===== src/rtl/word_serializer_pkg.sv =====
// Shared encodings and defaults for the word serializer.
// Also used by the register bank and display blocks.
package word_serializer_pkg;

  localparam int WORD_W  = 16;
  localparam int BIT_DIV = 4;

  typedef enum logic [1:0] {
    ST_IDLE   = 2'd0,
    ST_SHIFT  = 2'd1,
    ST_FINISH = 2'd2
  } state_t;

  function automatic int hold_w(input int div);
    return (div > 1) ? $clog2(div) : 1;
  endfunction

endpackage


===== src/rtl/word_serializer_if.sv =====
// Parallel word handshake in, serial bit stream out.
// Producer side is master, serializer side is slave.
interface word_serializer_if
  import word_serializer_pkg::*;
#(
  parameter int WIDTH = WORD_W
);

  logic [WIDTH-1:0] d;
  logic             d_valid;
  logic             d_ready;
  logic             sdo;
  logic             bit_stb;
  logic             busy;
  logic             done;

  modport master (
    output d, d_valid,
    input  d_ready, sdo, bit_stb, busy, done
  );

  modport slave (
    input  d, d_valid,
    output d_ready, sdo, bit_stb, busy, done
  );

endinterface


===== src/rtl/word_serializer_bit_timer.sv =====
// Per-bit hold counter, frozen while i_en is low.
// o_first marks the first cycle of a bit, o_tc its last enabled cycle.
module bit_timer
  import word_serializer_pkg::*;
#(
  parameter int DIV = BIT_DIV
) (
  input  logic i_clk,
  input  logic i_rst,
  input  logic i_en,
  input  logic i_load,
  input  logic i_run,
  output logic o_tc,
  output logic o_first
);

  localparam int HW = hold_w(DIV);
  localparam logic [HW-1:0] LAST = HW'(DIV - 1);

  logic [HW-1:0] r_hold;

  assign o_tc    = i_run & i_en & (r_hold == LAST);
  assign o_first = i_run & (r_hold == '0);

  always_ff @(posedge i_clk) begin
    if (i_rst) begin
      r_hold <= '0;
    end else if (i_en) begin
      if (i_load | o_tc) begin
        r_hold <= '0;
      end else if (i_run) begin
        r_hold <= r_hold + 1'b1;
      end
    end
  end

endmodule


===== src/rtl/word_serializer.sv =====
// Parallel-in serial-out word transmitter, MSB first.
// Each bit is held DIV enabled cycles with a strobe on its first cycle.
module word_serializer
  import word_serializer_pkg::*;
#(
  parameter int WIDTH = WORD_W,
  parameter int DIV   = BIT_DIV
) (
  input  logic               i_clk,
  input  logic               i_rst,
  input  logic               i_en,
  word_serializer_if.slave   s_if
);

  localparam int BW = $clog2(WIDTH);

  state_t           r_state;
  logic [WIDTH-1:0] r_sreg;
  logic [BW-1:0]    r_bit;

  logic w_run;
  logic w_accept;
  logic w_tc;
  logic w_first;

  assign w_run    = (r_state == ST_SHIFT);
  assign w_accept = s_if.d_valid & s_if.d_ready;

  assign s_if.d_ready = (r_state == ST_IDLE) & i_en & ~i_rst;
  assign s_if.sdo     = w_run & r_sreg[WIDTH-1];
  assign s_if.bit_stb = w_first & i_en;
  assign s_if.busy    = w_run;
  assign s_if.done    = (r_state == ST_FINISH) & i_en;

  bit_timer #(
    .DIV(DIV)
  ) u_timer (
    .i_clk  (i_clk),
    .i_rst  (i_rst),
    .i_en   (i_en),
    .i_load (w_accept),
    .i_run  (w_run),
    .o_tc   (w_tc),
    .o_first(w_first)
  );

  always_ff @(posedge i_clk) begin
    if (i_rst) begin
      r_state <= ST_IDLE;
      r_sreg  <= '0;
      r_bit   <= '0;
    end else if (i_en) begin
      unique case (r_state)
        ST_IDLE: begin
          if (w_accept) begin
            r_sreg  <= s_if.d;
            r_bit   <= BW'(WIDTH - 1);
            r_state <= ST_SHIFT;
          end
        end
        ST_SHIFT: begin
          if (w_tc) begin
            if (r_bit == '0) begin
              r_state <= ST_FINISH;
            end else begin
              r_sreg <= {r_sreg[WIDTH-2:0], 1'b0};
              r_bit  <= r_bit - 1'b1;
            end
          end
        end
        ST_FINISH: r_state <= ST_IDLE;
        default:   r_state <= ST_IDLE;
      endcase
    end
  end

endmodule


===== src/flat_wrapper.sv =====
// flat-port wrapper written by rule: the top's interface ports become plain ports
module word_serializer_flat import word_serializer_pkg::*;
#(
  parameter int WIDTH = WORD_W,
  parameter int DIV   = BIT_DIV
)
  (i_clk, i_rst, i_en, s_if_d, s_if_d_valid, s_if_d_ready, s_if_sdo, s_if_bit_stb, s_if_busy, s_if_done);
  word_serializer_if #(.WIDTH(WIDTH)) s_if_i ();
  input  logic i_clk;
  input  logic i_rst;
  input  logic i_en;
  input wire logic [$bits(s_if_i.d)-1:0] s_if_d;
  input wire logic [$bits(s_if_i.d_valid)-1:0] s_if_d_valid;
  output wire logic [$bits(s_if_i.d_ready)-1:0] s_if_d_ready;
  output wire logic [$bits(s_if_i.sdo)-1:0] s_if_sdo;
  output wire logic [$bits(s_if_i.bit_stb)-1:0] s_if_bit_stb;
  output wire logic [$bits(s_if_i.busy)-1:0] s_if_busy;
  output wire logic [$bits(s_if_i.done)-1:0] s_if_done;
  assign s_if_i.d = s_if_d;
  assign s_if_i.d_valid = s_if_d_valid;
  assign s_if_d_ready = s_if_i.d_ready;
  assign s_if_sdo = s_if_i.sdo;
  assign s_if_bit_stb = s_if_i.bit_stb;
  assign s_if_busy = s_if_i.busy;
  assign s_if_done = s_if_i.done;
  word_serializer #(.WIDTH(WIDTH), .DIV(DIV)) u_core (.i_clk(i_clk), .i_rst(i_rst), .i_en(i_en), .s_if(s_if_i));
endmodule

===== config.mk =====
export PLATFORM = sky130hd
export DESIGN_NAME = word_serializer_flat
export DESIGN_NICKNAME = d
export VERILOG_FILES = /design/src/rtl/word_serializer_pkg.sv /design/src/rtl/word_serializer_if.sv /design/src/rtl/word_serializer_bit_timer.sv /design/src/rtl/word_serializer.sv /design/src/flat_wrapper.sv
export SDC_FILE = /design/constraint.sdc
export NUM_CORES = 1
export LEC_CHECK = 0
export CAP_MARGIN = 15
export CELL_PAD_IN_SITES_DETAIL_PLACEMENT = 0
export CELL_PAD_IN_SITES_GLOBAL_PLACEMENT = 2
export CORE_MARGIN = 5
export CORE_UTILIZATION = 32
export DETAILED_ROUTE_END_ITERATION = 16
export PLACE_DENSITY_LB_ADDON = 0.12
export SLEW_MARGIN = 20
export SYNTH_ARGS = -nofsm -noshare
export SYNTH_HDL_FRONTEND = slang
export SYNTH_HIERARCHICAL = 1
export SYNTH_SLANG_ARGS = --single-unit

===== constraint.sdc =====
create_clock -name i_clk -period 2.4 [get_ports i_clk]
set_input_delay 0.6 -clock i_clk [delete_from_list [all_inputs] [get_ports i_clk]]
set_output_delay 0.6 -clock i_clk [all_outputs]
set_load 0.05 [all_outputs]

* Word-level counts from Yosys, hierarchy flattened *
Index checks and enable logic that the tools add are counted.

word-level totals
  register bits = 24
  input bits = 20
  output and inout port bits = 5
  word-level logic and storage cells = 46

operators by class
  add/sub/neg operators = 2
  equality and inequality tests = 7
  multiplexer cells = 14
  bitwise logic cells = 11
  reduce and logical (&&, ||, !) cells = 8

operator list
  kind                 number
  $mux 16              3
  $pmux 16 s2          1
  $mux 4               3
  $mux 2               5
  $and 1x1->1          9
  $pmux 4 s2           1
  $reduce_and 5->1     1
  $eq 2x2->1 const B   2
  $logic_not 2->1      2
  $logic_not 4->1      1
  $ne 2x1->1 const B   2
  $ne 2x2->1 const B   2
  $pmux 2 s2           1
  $reduce_and 4->1     1
  $reduce_bool 2->1    2
  $sub 4x1->4 const B  1
  $add 2x1->2 const B  1
  $eq 2x1->1 const B   1
  $reduce_and 2->1     1
  $not 1->1            1
  $or 1x1->1           1

* Depth between registers and ports, before layout *
  depth in word-level cells = 7
  gate-level depth with buffers = 10

* By module *
Netlist, hierarchy kept.

modules (own cells, without submodules)
  module           times used  cells each  area an instance (um^2)  seq. area each (um^2)
  word_serializer  1           116         1164.9                   440.4
  bit_timer        1           15          147.6                    40.0

* Worst setup path before layout *
OpenSTA, ideal clock, no wires.

  kind = register -> output
  start point = register u_core.r_state[0]
  end point = output port s_if_bit_stb
  arrival = 1827 ps
  data required time = 1800 ps
  path slack = -27 ps
  cell stages (with the launch flop) = 7
  path through = dfxtp_1 > nand2b_1 > buf_2 > buf_6 > inv_1 > and2_2 > and2_1

between the ends
  longest elaborated chain between the ends = 3

ends and longest elaborated chain
  element                 line                             RTL
  from (decl)             word_serializer.sv:17            state_t r_state;
  from (signal assigned)  word_serializer.sv:49            r_state <= ST_IDLE;
  from (signal assigned)  word_serializer.sv:58            r_state <= ST_SHIFT;
  from (signal assigned)  word_serializer.sv:64            r_state <= ST_FINISH;
  $eq 2x1->1              word_serializer.sv:26            assign w_run = (r_state == ST_SHIFT);
  via s_if_busy           flat_wrapper.sv:17               output wire logic [$bits(s_if_i.busy)-1:0] s_if_busy;
  $and 1x1->1             word_serializer_bit_timer.sv:23  assign o_first = i_run & (r_hold == '0);
  via u_core.w_first      word_serializer.sv:24            logic w_first;
  $and 1x1->1             word_serializer.sv:31            assign s_if.bit_stb = w_first & i_en;
  to (decl)               flat_wrapper.sv:16               output wire logic [$bits(s_if_i.bit_stb)-1:0] s_if_bit_stb;

The timed path passes the listed nets, and every way through them passes these cells.

* Worst setup path after layout *
  start point = input port i_en
  end point = output port s_if_d_ready

between the ends
  longest elaborated chain between the ends = 2

ends and longest elaborated chain
  element                   line                   RTL
  from (decl)               flat_wrapper.sv:11     input logic i_en;
  $and 1x1->1 (2 in a row)  word_serializer.sv:29  assign s_if.d_ready = (r_state == ST_IDLE) & i_en & ~i_rst;
  to (decl)                 flat_wrapper.sv:14     output wire logic [$bits(s_if_i.d_ready)-1:0] s_if_d_ready;

Every way passes these cells.

==> impl_metrics.yaml <==
timing:
  finalCriticalPeriod_ns: 2.32
  max_slew_margin_pct: 74.4
  setup_viol: 0
  period_share_pct: 96.7
  tightestPinTransition_ns: 0.384
  drv_slew: 0
  fin_skew_ns: 0.00290
  hold_viol_final: 0
  max_freq_mhz: 431
  rsz0062_at_grt: "no"
  layout_setup_ws_ns: 0.0796
detailed_routing:
  via_count: 1135
  drt-initial-drc-count: 24
  vias_per_cell: 5.38
  wl_per_cell_um: 15.3
  drc: 0
  routed_wl_um: 3230
  ant_nets: 0
  dr.pass1.iters: 4
finish:
  nets: 185
  num_antenna_cells: 0
  postLayoutCoreUtil_pct: 43.0
  final_common_cell: "dfxtp_1"
  stdcell_count: 211
  areaGrowthSynthToFinish_pct: 31.0
  mostFrequentLayoutCells: "dfxtp_1, clkdlybuf4s50_1, buf_4"
  drive_gt1_share_pct: 18.6
power_and_ir_drop:
  powerDensity_nw_per_um2: 513
  power_mw: 0.881
  leakage_nw: 0.709
  vdd_drop_max_mv: 0.377
placement:
  dp_cells: 207
  pre_cts_ws_ns: 0.0488
  gp_congestion: 0.795
  portBuffers: 24
  dp_hpwl_um: 2280
run:
  max_cap_violations: 0
die:
  start_util_pct: 32.8
  die-area_um2: 5480
  ios: 25
  die_h_um: 74.0
  core_area_um2: 4000
  fp.dieW_um: 74.0
  rows: 23
logic_synthesis:
  synth.yosys.seq_area_share_pct: 36.6
  synth_cells: 131
  synth_fp_nets: 154
  ys_seq_elements: 24
  synth.avg_cell_area_um2: 10.0
  yosys_warnings: 6
  syn-cell-area_um2: 1310
  yosysUniqueCellTypes: 35
worst_hold_path:
  min_path_cells: 2
  hold_end: "u_core/r_sreg[0]"
  worstHoldStart: "u_core/r_sreg[0]"
  min_path_type: "reg2reg"
cts:
  cts_buffers: 3
  post_cts_resized: 0
  cts_tree: "done"
  root_buffer: "clkbuf_8"
  clk_latency_ns: 0.26
  htree_levels: 1
  postCtsSetupRepairBufs: 0
  cts_sinks: 24
  ctsHoldBuffers: 0
  cts.path.max_buffers: 2
  clk_pin_slew_ns: 0.08
setup_path:
  path_cells: "clkdlybuf4s50_1 -> nor4b_4 -> buf_4 -> buf_12"
  critPathTopFamily: "buffers and inverters"
  cp.depth: 4
  r2r_cells: 7
  rrSetupSlack_ns: 0.39
  r2r_end: "u_core/r_sreg[7]"
  r2r_start: "u_core/r_state[1]"
  cpPeakStageDelay_ns: 0.57
  endpoint_kind: "output port"
  cp_slowest_cell: "clkdlybuf4s50_1"
  crit_buf_inv: 3
  arrival_ns: 1.72
  crit_type: "in2out"
  crit_fanout: 7
  crit_path_start_kind: "input port"
  critical_path_required_ns: 1.80
global_routing:
  grt_max_degree: 27
  gr-total-overflow: 0
  grt_pass1_vias: 1107
  grt_pass1_wl_um: 5380
  track_usage_pct: 12.3
  antenna_found_initial: 0
outcome:
  outcome: "complete, no violations"
==> per-stage QoR <==
step	TNS (ns)	hold slack [ns]	cell area, um2
final	0	0.494	1720
after global routing	0	0.527	1720
after CTS	0	0.494	1720
after detailed placement	0	0.481	1660
after global placement	0	0.479	1660
after floorplan	-0.0247	0.442	1320
==> kinds of logic (layout without fill, tap and decap cells) <==
| logic type | Yosys count | in the layout | synth area share (%) |
|---|---|---|---|
| AO/OA/AOI/OAI | 46 | 46 | 27.8 |
| flip-flops | 24 | 24 | 36.6 |
| AND/OR/NAND/NOR | 22 | 22 | 12.9 |
| buffers and inverters | 21 | 51 | 8.39 |
| multiplexers | 15 | 15 | 11.4 |
| adder cells (fa/ha/maj) | 3 | 3 | 2.86 |
==> state kept, by name, indices dropped and copies added (netlist names) <==
signal / cells
u_core/r_state: 2
u_core/r_bit: 4
u_core/u_timer/r_hold: 2
u_core/r_sreg: 16
==> power by group <==
group / switching (mW) / internal [mW] / leakage, nW
clock: 0.125 / 0.146 / 0.0288
combinational: 0.0880 / 0.0916 / 0.484
sequential: 0.0132 / 0.417 / 0.196
total: 0.226 / 0.655 / 0.709
==> per-layer routing <==
metal	vias up	track usage (%)	share of wire, %
met3	2	3.24	5.1
li1	572	-	-
met1	544	17.3	48
met2	17	19.5	47
met5	-	0	0
met4	0	1.21	0.31
==> worst reg2reg max path, stage by stage, from the launching register on <==
cell,delay [ns]
dfxtp_1,0.46
nand2b_1,0.21
clkinvlp_4,0.13
and3_2,0.22
and4b_1,0.25
a22o_1,0.25
buf_4,0.18
a211oi_1,0.22
==> cell type report <==
type,count,area [um2]
fillers,405,2280
multi-input cells,86,722
flip-flops and latches,24,480
repair buffers,39,365
well taps,50,62.6
clock buffers,4,55.1
inverters,8,33.8
==> synth_stat cells <==
cell type | n | area [um2]
a211oi_1 | 15 | 113
a21bo_2 | 1 | 10.0
a21oi_1 | 1 | 5.00
a221oi_1 | 15 | 131
a22o_1 | 1 | 8.76
a31oi_1 | 4 | 25.0
and2_1 | 1 | 6.26
and2_2 | 1 | 7.51
and3_1 | 1 | 6.26
and3_2 | 1 | 7.51
and4b_1 | 1 | 10.0
buf_2 | 4 | 20.0
buf_4 | 1 | 7.51
buf_6 | 3 | 33.8
clkbuf_1 | 5 | 18.8
dfxtp_1 | 24 | 480
ha_1 | 3 | 37.5
inv_1 | 8 | 30.0
mux2i_1 | 15 | 150
nand2_1 | 3 | 11.3
nand2b_1 | 4 | 25.0
nand4b_1 | 3 | 26.3
nand4bb_1 | 1 | 11.3
nor2b_1 | 1 | 6.26
nor3_1 | 1 | 5.00
nor3b_1 | 1 | 7.51
nor4b_4 | 1 | 23.8
o211ai_1 | 1 | 7.51
o21a_1 | 3 | 22.5
o21ai_0 | 1 | 5.00
o22ai_1 | 2 | 12.5
o2bb2ai_1 | 1 | 8.76
o32ai_2 | 1 | 16.3
or2_0 | 1 | 6.26
or3b_1 | 1 | 8.76
==> how the worst max path moves through the flow <==
stage                       from                end  slack [ns]
2_1_floorplan  u_core/r_state[1]    u_core/r_bit[0]       -0.01
6_report                    i_en       s_if_d_ready        0.08
5_1_grt                     i_en       s_if_d_ready        0.02
3_3_place_gp                i_en  u_core/r_sreg[12]        0.08
4_1_cts                     i_en       s_if_d_ready        0.06
3_5_place_dp                i_en   u_core/r_sreg[7]        0.05
Note: power is estimated with default switching activity, not from simulation.
